--- src/rtl/nibble_adder_pkg.sv ---
// Shared FSM state encoding and nibble width for the nibble-serial adder.
package nibble_adder_pkg;

  localparam int NIB_W = 4;

  typedef enum logic [1:0] {
    IDLE = 2'd0,
    ADD  = 2'd1,
    DONE = 2'd2
  } state_t;

endpackage

--- src/rtl/cla_nibble.sv ---
// 4-bit carry-lookahead adder slice, purely combinational (zero latency).
// No flow control; the caller sequences nibbles.
module cla_nibble
  import nibble_adder_pkg::*;
(
  input  logic [NIB_W-1:0] a,
  input  logic [NIB_W-1:0] b,
  input  logic             cin,
  output logic [NIB_W-1:0] sum,
  output logic             cout
);

  logic [NIB_W-1:0] g;
  logic [NIB_W-1:0] p;
  logic [NIB_W:0]   c;

  assign g = a & b;
  assign p = a ^ b;

  // Every carry is a flat sum of products of g/p and cin, so none waits on another.
  assign c[0] = cin;
  assign c[1] = g[0] | (p[0] & cin);
  assign c[2] = g[1] | (p[1] & g[0]) | (p[1] & p[0] & cin);
  assign c[3] = g[2] | (p[2] & g[1]) | (p[2] & p[1] & g[0]) | (p[2] & p[1] & p[0] & cin);
  assign c[4] = g[3] | (p[3] & g[2]) | (p[3] & p[2] & g[1]) | (p[3] & p[2] & p[1] & g[0])
              | (p[3] & p[2] & p[1] & p[0] & cin);

  assign sum  = p ^ c[NIB_W-1:0];
  assign cout = c[NIB_W];

endmodule

--- src/rtl/nibble_serial_adder.sv ---
// Nibble-serial adder, one nibble per cycle: out_valid rises N_NIB cycles after acceptance.
// Result held in DONE until out_ready; in_ready only in IDLE. Macro NIBBLE_SERIAL_ADDER_SUB_EN adds subtract.
module nibble_serial_adder
  import nibble_adder_pkg::*;
#(
  parameter int N_NIB = 4
) (
  input  logic                   clk,
  input  logic                   rst,
  input  logic                   in_valid,
  output logic                   in_ready,
  input  logic [NIB_W*N_NIB-1:0] a,
  input  logic [NIB_W*N_NIB-1:0] b,
  input  logic                   cin,
`ifdef NIBBLE_SERIAL_ADDER_SUB_EN
  input  logic                   sub,
`endif
  output logic                   out_valid,
  input  logic                   out_ready,
  output logic [NIB_W*N_NIB-1:0] sum,
  output logic                   cout
);

  localparam int W  = NIB_W * N_NIB;
  localparam int IW = $clog2(N_NIB);

  state_t           state;
  logic [W-1:0]     a_q;
  logic [W-1:0]     b_q;
  logic             carry_q;
  logic [IW-1:0]    idx;

  logic [W-1:0]     b_acc;
  logic             cin_acc;
  logic [NIB_W-1:0] nib_a;
  logic [NIB_W-1:0] nib_b;
  logic [NIB_W-1:0] nib_sum;
  logic             nib_cout;

  // Subtraction is folded into the captured operand so the add datapath is shared.
  always_comb begin
    b_acc   = b;
    cin_acc = cin;
`ifdef NIBBLE_SERIAL_ADDER_SUB_EN
    if (sub) begin
      b_acc   = ~b;
      cin_acc = 1'b1;
    end
`endif
  end

  assign nib_a = a_q[idx*NIB_W +: NIB_W];
  assign nib_b = b_q[idx*NIB_W +: NIB_W];

  cla_nibble u_cla (
    .a    (nib_a),
    .b    (nib_b),
    .cin  (carry_q),
    .sum  (nib_sum),
    .cout (nib_cout)
  );

  always_ff @(posedge clk) begin
    if (rst) begin
      state     <= IDLE;
      in_ready  <= 1'b1;
      out_valid <= 1'b0;
      sum       <= '0;
      cout      <= 1'b0;
      idx       <= '0;
      carry_q   <= 1'b0;
      a_q       <= '0;
      b_q       <= '0;
    end else begin
      case (state)
        IDLE: begin
          if (in_valid) begin
            a_q      <= a;
            b_q      <= b_acc;
            carry_q  <= cin_acc;
            idx      <= '0;
            state    <= ADD;
            in_ready <= 1'b0;
          end
        end
        ADD: begin
          sum[idx*NIB_W +: NIB_W] <= nib_sum;
          carry_q                 <= nib_cout;
          if (idx == IW'(N_NIB - 1)) begin
            state     <= DONE;
            out_valid <= 1'b1;
            cout      <= nib_cout;
            idx       <= '0;
          end else begin
            idx <= idx + 1'b1;
          end
        end
        DONE: begin
          if (out_ready) begin
            state     <= IDLE;
            out_valid <= 1'b0;
            in_ready  <= 1'b1;
          end
        end
        default: begin
          state     <= IDLE;
          in_ready  <= 1'b1;
          out_valid <= 1'b0;
        end
      endcase
    end
  end

endmodule

--- config.mk ---
export PLATFORM = sky130hd
export DESIGN_NAME = nibble_serial_adder
export DESIGN_NICKNAME = d
export VERILOG_FILES = /design/src/rtl/nibble_adder_pkg.sv /design/src/rtl/cla_nibble.sv /design/src/rtl/nibble_serial_adder.sv
export SDC_FILE = /design/constraint.sdc
export NUM_CORES = 1
export LEC_CHECK = 0
export BUFFER_PORTS_ARGS = -buffer_cell sky130_fd_sc_hd__buf_2
export CAP_MARGIN = 20
export CORE_ASPECT_RATIO = 0.8
export CORE_MARGIN = 1.5
export CORE_UTILIZATION = 51
export CTS_BUF_LIST = sky130_fd_sc_hd__clkbuf_4 sky130_fd_sc_hd__clkbuf_8
export CTS_CLUSTER_DIAMETER = 150
export DETAILED_ROUTE_END_ITERATION = 10
export PLACE_DENSITY = 0.9
export SYNTH_ARGS = -nofsm -noshare
export SYNTH_HDL_FRONTEND = slang
export SYNTH_SLANG_ARGS = --single-unit
--- constraint.sdc ---
create_clock -name clk -period 2.6 [get_ports clk]
set_input_delay 0.26 -clock clk [delete_from_list [all_inputs] [get_ports clk]]
set_output_delay 0.26 -clock clk [all_outputs]
set_load 0.02 [all_outputs]
# Word-level counts from Yosys, hierarchy flattened

Index checks and enable logic that the tools add are counted.

Add/sub/neg operators: 2
Equality and inequality tests: 6
Shift operators: 4
Muxes and demuxes: 16
Bitwise logic cells: 31
Reductions and logical operators: 8

Operators with widths:

| operator                  | count |
|---|---|
| $neg A4 Y34               | 1 |
| $shift A4 B34 Y16 const A | 1 |
| $shiftx A4 B34 Y16        | 1 |
| $shiftx A16 B5 Y4         | 2 |
| $and A1 B1 Y1             | 16 |
| $bwmux W16                | 1 |
| $mux W2                   | 5 |
| $or A1 B1 Y1              | 10 |
| $reduce_and A3 Y1         | 3 |
| $xor A4 B4 Y4             | 2 |
| $ne A2 B2 Y1 const B      | 3 |
| $pmux W1 S3               | 2 |
| $pmux W2 S3               | 1 |
| $reduce_and A2 Y1         | 3 |
| $mux W1                   | 5 |
| $and A4 B4 Y4             | 1 |
| $eq A2 B2 Y1 const B      | 2 |
| $pmux W2 S2               | 1 |
| $add A2 B1 Y2 const B     | 1 |
| $eq A2 B1 Y1 const B      | 1 |
| $logic_not A2 Y1          | 1 |
| $not A1 Y1                | 2 |
| $pmux W1 S2               | 1 |
| $reduce_bool A2 Y1        | 1 |

Register bits: 56
Input bits: 37
Output and inout bits: 19

# Depth between registers and ports, before layout

Depth after elaboration: 9
Mapped depth: 7
Depth with buffers taken out: 6

# Hierarchy

Synthesis repeated with hierarchy kept, for this count alone.

Cells, all modules: 289
Area, all modules: 2561.2 um2

Modules (own cells, without submodules):

| module              | times used | cells each | area an instance (um2) | seq. area each (um2) |
|---|---|---|---|---|
| nibble_serial_adder | 1          | 272        | 2413.6                 | 1121.1 |
| cla_nibble          | 1          | 17         | 147.6                  | 0.0 |

# Worst setup path before layout

Ideal clock, no wire load.

Path kind: register to register
From: reg idx[0]
To: reg cout
Setup time: 0.132 ns
Arrival time: 2.445 ns
Path slack: 0.024 ns
Stages on the path, launching flop included: 8
Path buffers: 1
Clock period less this slack: 2.576 ns
Cells stage by stage: dfxtp_1 buf_6 mux4_2 ha_1 a211o_1 a31o_2 a211oi_1 nor3_1

Word-level cells in the longest chain between the ends: 7

Ends and longest elaborated chain:

| item                                                    | RTL line                                             | source |
|---|---|---|
| from (decl)                                             | nibble_serial_adder.sv:31                            | `logic [IW-1:0] idx;` |
| from (signal assigned)                                  | nibble_serial_adder.sv:95                            | `idx <= idx + 1'b1;` |
| $shiftx A16 B5 Y4, on equally long branches             | nibble_serial_adder.sv:52, nibble_serial_adder.sv:53 |  |
| $xor A4 B4 Y4 or $and A4 B4 Y4 (tied branches)          | cla_nibble.sv:18, cla_nibble.sv:17                   |  |
| $and A1 B1 Y1, on equally long branches                 | cla_nibble.sv:25, cla_nibble.sv:26                   |  |
| $or A1 B1 Y1, or another cell as far along (2 in a row) | cla_nibble.sv:25                                     | `assign c[4] = g[3] \| (p[3] & g[2]) \| (p[3] & p[2] & g[1]) \| (p[3] & p[2] & p[1] & g[0])` |
| $or A1 B1 Y1 or $and A1 B1 Y1 (tied branches)           | cla_nibble.sv:25, cla_nibble.sv:26                   |  |
| $or A1 B1 Y1                                            | cla_nibble.sv:26                                     | `\| (p[3] & p[2] & p[1] & p[0] & cin);` |
| to (signal assigned)                                    | nibble_serial_adder.sv:92                            | `cout <= nib_cout;` |
| to (decl)                                               | nibble_serial_adder.sv:21                            | `output logic cout` |

Several ways; a longest one is shown, not always the timed one.
A chain may end at the register's enable or synchronous reset.

# Final worst setup path

Ends and elaborated chain as after synthesis.

==> flow_metrics.py <==
metrics = {
    "timing": {
        "fin_crit_ps": 2450,
        "finalSetupViolCount": 0,
        "skew_ps": 4.30,
        "relSlewSlack_pct": 33.3,
        "worst_slack_ps": 153,
        "period_share_pct": 94.1,
        "tightest_slew_ps": 1000,
        "hold_viol": 0,
        "rsz0062_at_grt": "no",
        "slew_violations": 0,
        "fmax_ghz": 0.409,
    },
    "final_layout": {
        "n_antenna_cell": 0,
        "n_fill_cell": 426,
        "layout_common_cells": "74 x nand2_1, 55 x dfxtp_1, 55 x buf_2, 39 x a21oi_1, 16 x nor2_1",
        "multi_input_area_um2": 1340,
        "post-route-util_pct": 62.5,
        "syn_to_final_growth_pct": 14.8,
        "final_layout_size_suffix_gt1_share_pct": 27.2,
        "ff_latch_area_um2": 1120,
        "final_common_cell": "nand2_1",
        "nNetsFinal": 379,
        "fin_cells": 391,
        "finish.instance_area_um2": 2960,
    },
    "setup_path": {
        "required_ps": 2770,
        "critPathLaunchType": "register",
        "rrSetupSlack_ps": 150,
        "cpMaxStageDelayCell": "mux4_2",
        "path_max_fanout": 7,
        "crit_path_start": "idx[0]",
        "r2r_cells": 6,
        "cp.arrival_ps": 2620,
        "endpoint": "cout",
        "critPathKind": "reg -> reg",
        "reg2reg_to": "cout",
        "slowest_delay_ps": 590,
        "r2r_start": "idx[0]",
        "path_cells": "mux4_2 > ha_1 > a211o_1 > a31o_2 > a211oi_1 > nor3_1",
        "cp-end-kind": "register",
    },
    "logic_synthesis": {
        "synth.area.top_cells": "dfxtp_1 43%, nand2_1 11%, a21oi_1 7.6%",
        "avgSynthCellArea_um2": 9.17,
        "synth_top_area_share_pct": 43.5,
        "syn_nets": 330,
        "synth-edff-count": 0,
        "ys_warn_count": 0,
        "ys_types": 43,
        "ys_ff_latch": 56,
        "syn_area_um2": 2580,
        "ys_seq_area_share_pct": 43.5,
        "netlist_instances": 281,
        "synth_area_leader_cell": "dfxtp_1",
        "synth_async_sr_flop_share_pct": 0,
        "synth_flop_cell": "dfxtp_1",
    },
    "floorplanning": {
        "rows": 22,
        "die_x_um": 82.5,
        "ioPinCount": 56,
        "dieArea_um2": 5490,
        "start_util_pct": 54.4,
        "die_h_um": 66.6,
        "core_um2": 4730,
    },
    "route": {
        "wl_met2_um": 2560,
        "routed_via_density": 5.45,
        "vias": 2129,
        "avgRoutedWirePerCell_um": 13.7,
        "route.detailed.drc": 0,
        "drt_pre_antenna_iters": 4,
        "finalWirelength_um": 5350,
        "top_layer": "met4",
        "final_antenna_net_count": 0,
        "wl_met1_um": 2440,
        "routed-wl-met3_um": 269,
        "drt_iter0_drc": 111,
    },
    "hold_path": {
        "hp-class": "in -> reg",
        "hold_depth": 3,
    },
    "pwr": {
        "cellPowerDensity_nw_per_um2": 563,
        "ir_worst_vdd_mv": 0.306,
        "power_leakage_nw": 1.23,
    },
    "run_status": {
        "status": "complete, no violations",
    },
    "grt": {
        "grt_pass1_vias": 1952,
        "grt_max_degree": 58,
        "grt_pass1_wl_um": 9000,
        "grt_use_total_pct": 21.8,
        "antenna_found_initial": 0,
        "grt_overflow": 0,
    },
    "placement": {
        "numPortBuffers": 55,
        "numPlacedInstances": 383,
        "dpl_cell_area_um2": 2870,
        "place_hpwl_um": 3860,
        "place_ws_ps": -8.67,
        "gp_congestion": 0.797,
    },
    "cts": {
        "numCtsBuffers": 5,
        "clockBufferDepth": 2,
        "post_cts_buffers": 0,
        "htreeDepth": 2,
        "cts-root-buf": "clkbuf_8",
        "cts_tree": "built",
        "insertion_delay_ps": 310,
        "clock_sinks": 56,
        "path_clk_slew_ps": 100,
    },
    "flow_run": {
        "cap_viol_max_count": 0,
    },
}
## final cells by class
class / count / share of cell area [%]
multi-input cells: 201 / 45.3
clock inverters: 3 / 0.719
repair buffers: 59 / 10.3
flip-flops and latches: 56 / 37.9
well taps: 60 / 2.54
inverters: 7 / 0.888
clock buffers: 5 / 2.33
## Yosys cell counts (2+ instances only)
master,n
a211o_1,2
a21oi_1,39
a22oi_1,8
a32oi_1,4
buf_2,7
buf_6,2
clkbuf_1,7
dfxtp_1,56
ha_1,11
inv_1,4
inv_2,3
mux4_2,8
nand2_1,74
nand3_1,6
nand3b_1,3
nor2_1,16
nor3_1,2
o21ai_0,2
o21ai_1,2
o31ai_2,2
## worst min-delay path by stage
stage / start / to / slack (ps)
6_report: b[11] / b_q[11] / 170
5_1_grt: b[10] / b_q[10] / 160
4_1_cts: b[6] / b_q[6] / 160
3_5_place_dp: b_q[11] / b_q[11] / 450
3_3_place_gp: sum[11] / sum[11] / 440
2_1_floorplan: a[0] / a_q[0] / 400
## cells by family (layout without fill, tap and decap cells)
family | Yosys count | in the layout | share of synthesized area [%]
buf+inv | 24 | 74 | 4.56
simple gates | 113 | 113 | 21.6
xor+xnor | 2 | 2 | 1.41
fa+ha+maj | 12 | 12 | 6.12
mux | 9 | 9 | 7.38
compound gates | 65 | 65 | 15.5
flops | 56 | 56 | 43.5
## state kept, by name, indices dropped and copies added (netlist names)
| signal | cells |
|---|---|
| carry_q | 1 |
| state | 2 |
| sum | 16 |
| in_ready | 1 |
| idx | 2 |
| b_q | 16 |
| out_valid | 1 |
| cout | 1 |
| a_q | 16 |
## worst max-delay path: cells and delay by family (launching register included)
kind / cells / cell delay (ps)
AO/OA/AOI/OAI: 3 / 830
adder cells (fa/ha/maj): 1 / 350
flip-flops: 1 / 470
multiplexers: 1 / 590
AND/OR/NAND/NOR: 1 / 70
## through the flow
| stage | hold slack (ps) | total power [mW] | setup TNS [ps] |
|---|---|---|---|
| after floorplan | 396 | 1.12 | 0 |
| after global placement | 442 | 1.19 | 0 |
| after detailed placement | 450 | 1.20 | -8.67 |
| after CTS | 164 | 1.67 | 0 |
| after global routing | 163 | 1.74 | 0 |
| final | 168 | 1.66 | 0 |
## what timing repair did
item / in CTS / in global routing
resized for setup: 1 / 0
endpoints found under the setup margin: 2 / 0
hold buffers: 0 / 0
## where the power goes
part	total (mW)	switching, mW	internal [mW]
Clock	0.486	0.294	0.192
Sequential	0.926	0.0307	0.895
Combinational	0.253	0.142	0.110
## routing by layer
layer | up-vias | global-route usage [%]
met5 | - | 0
met4 | 0 | 9.75
met3 | 10 | 4.93
met2 | 66 | 34.9
met1 | 981 | 27.8
li1 | 1072 | -
Note: power is estimated with default switching activity, not from simulation.
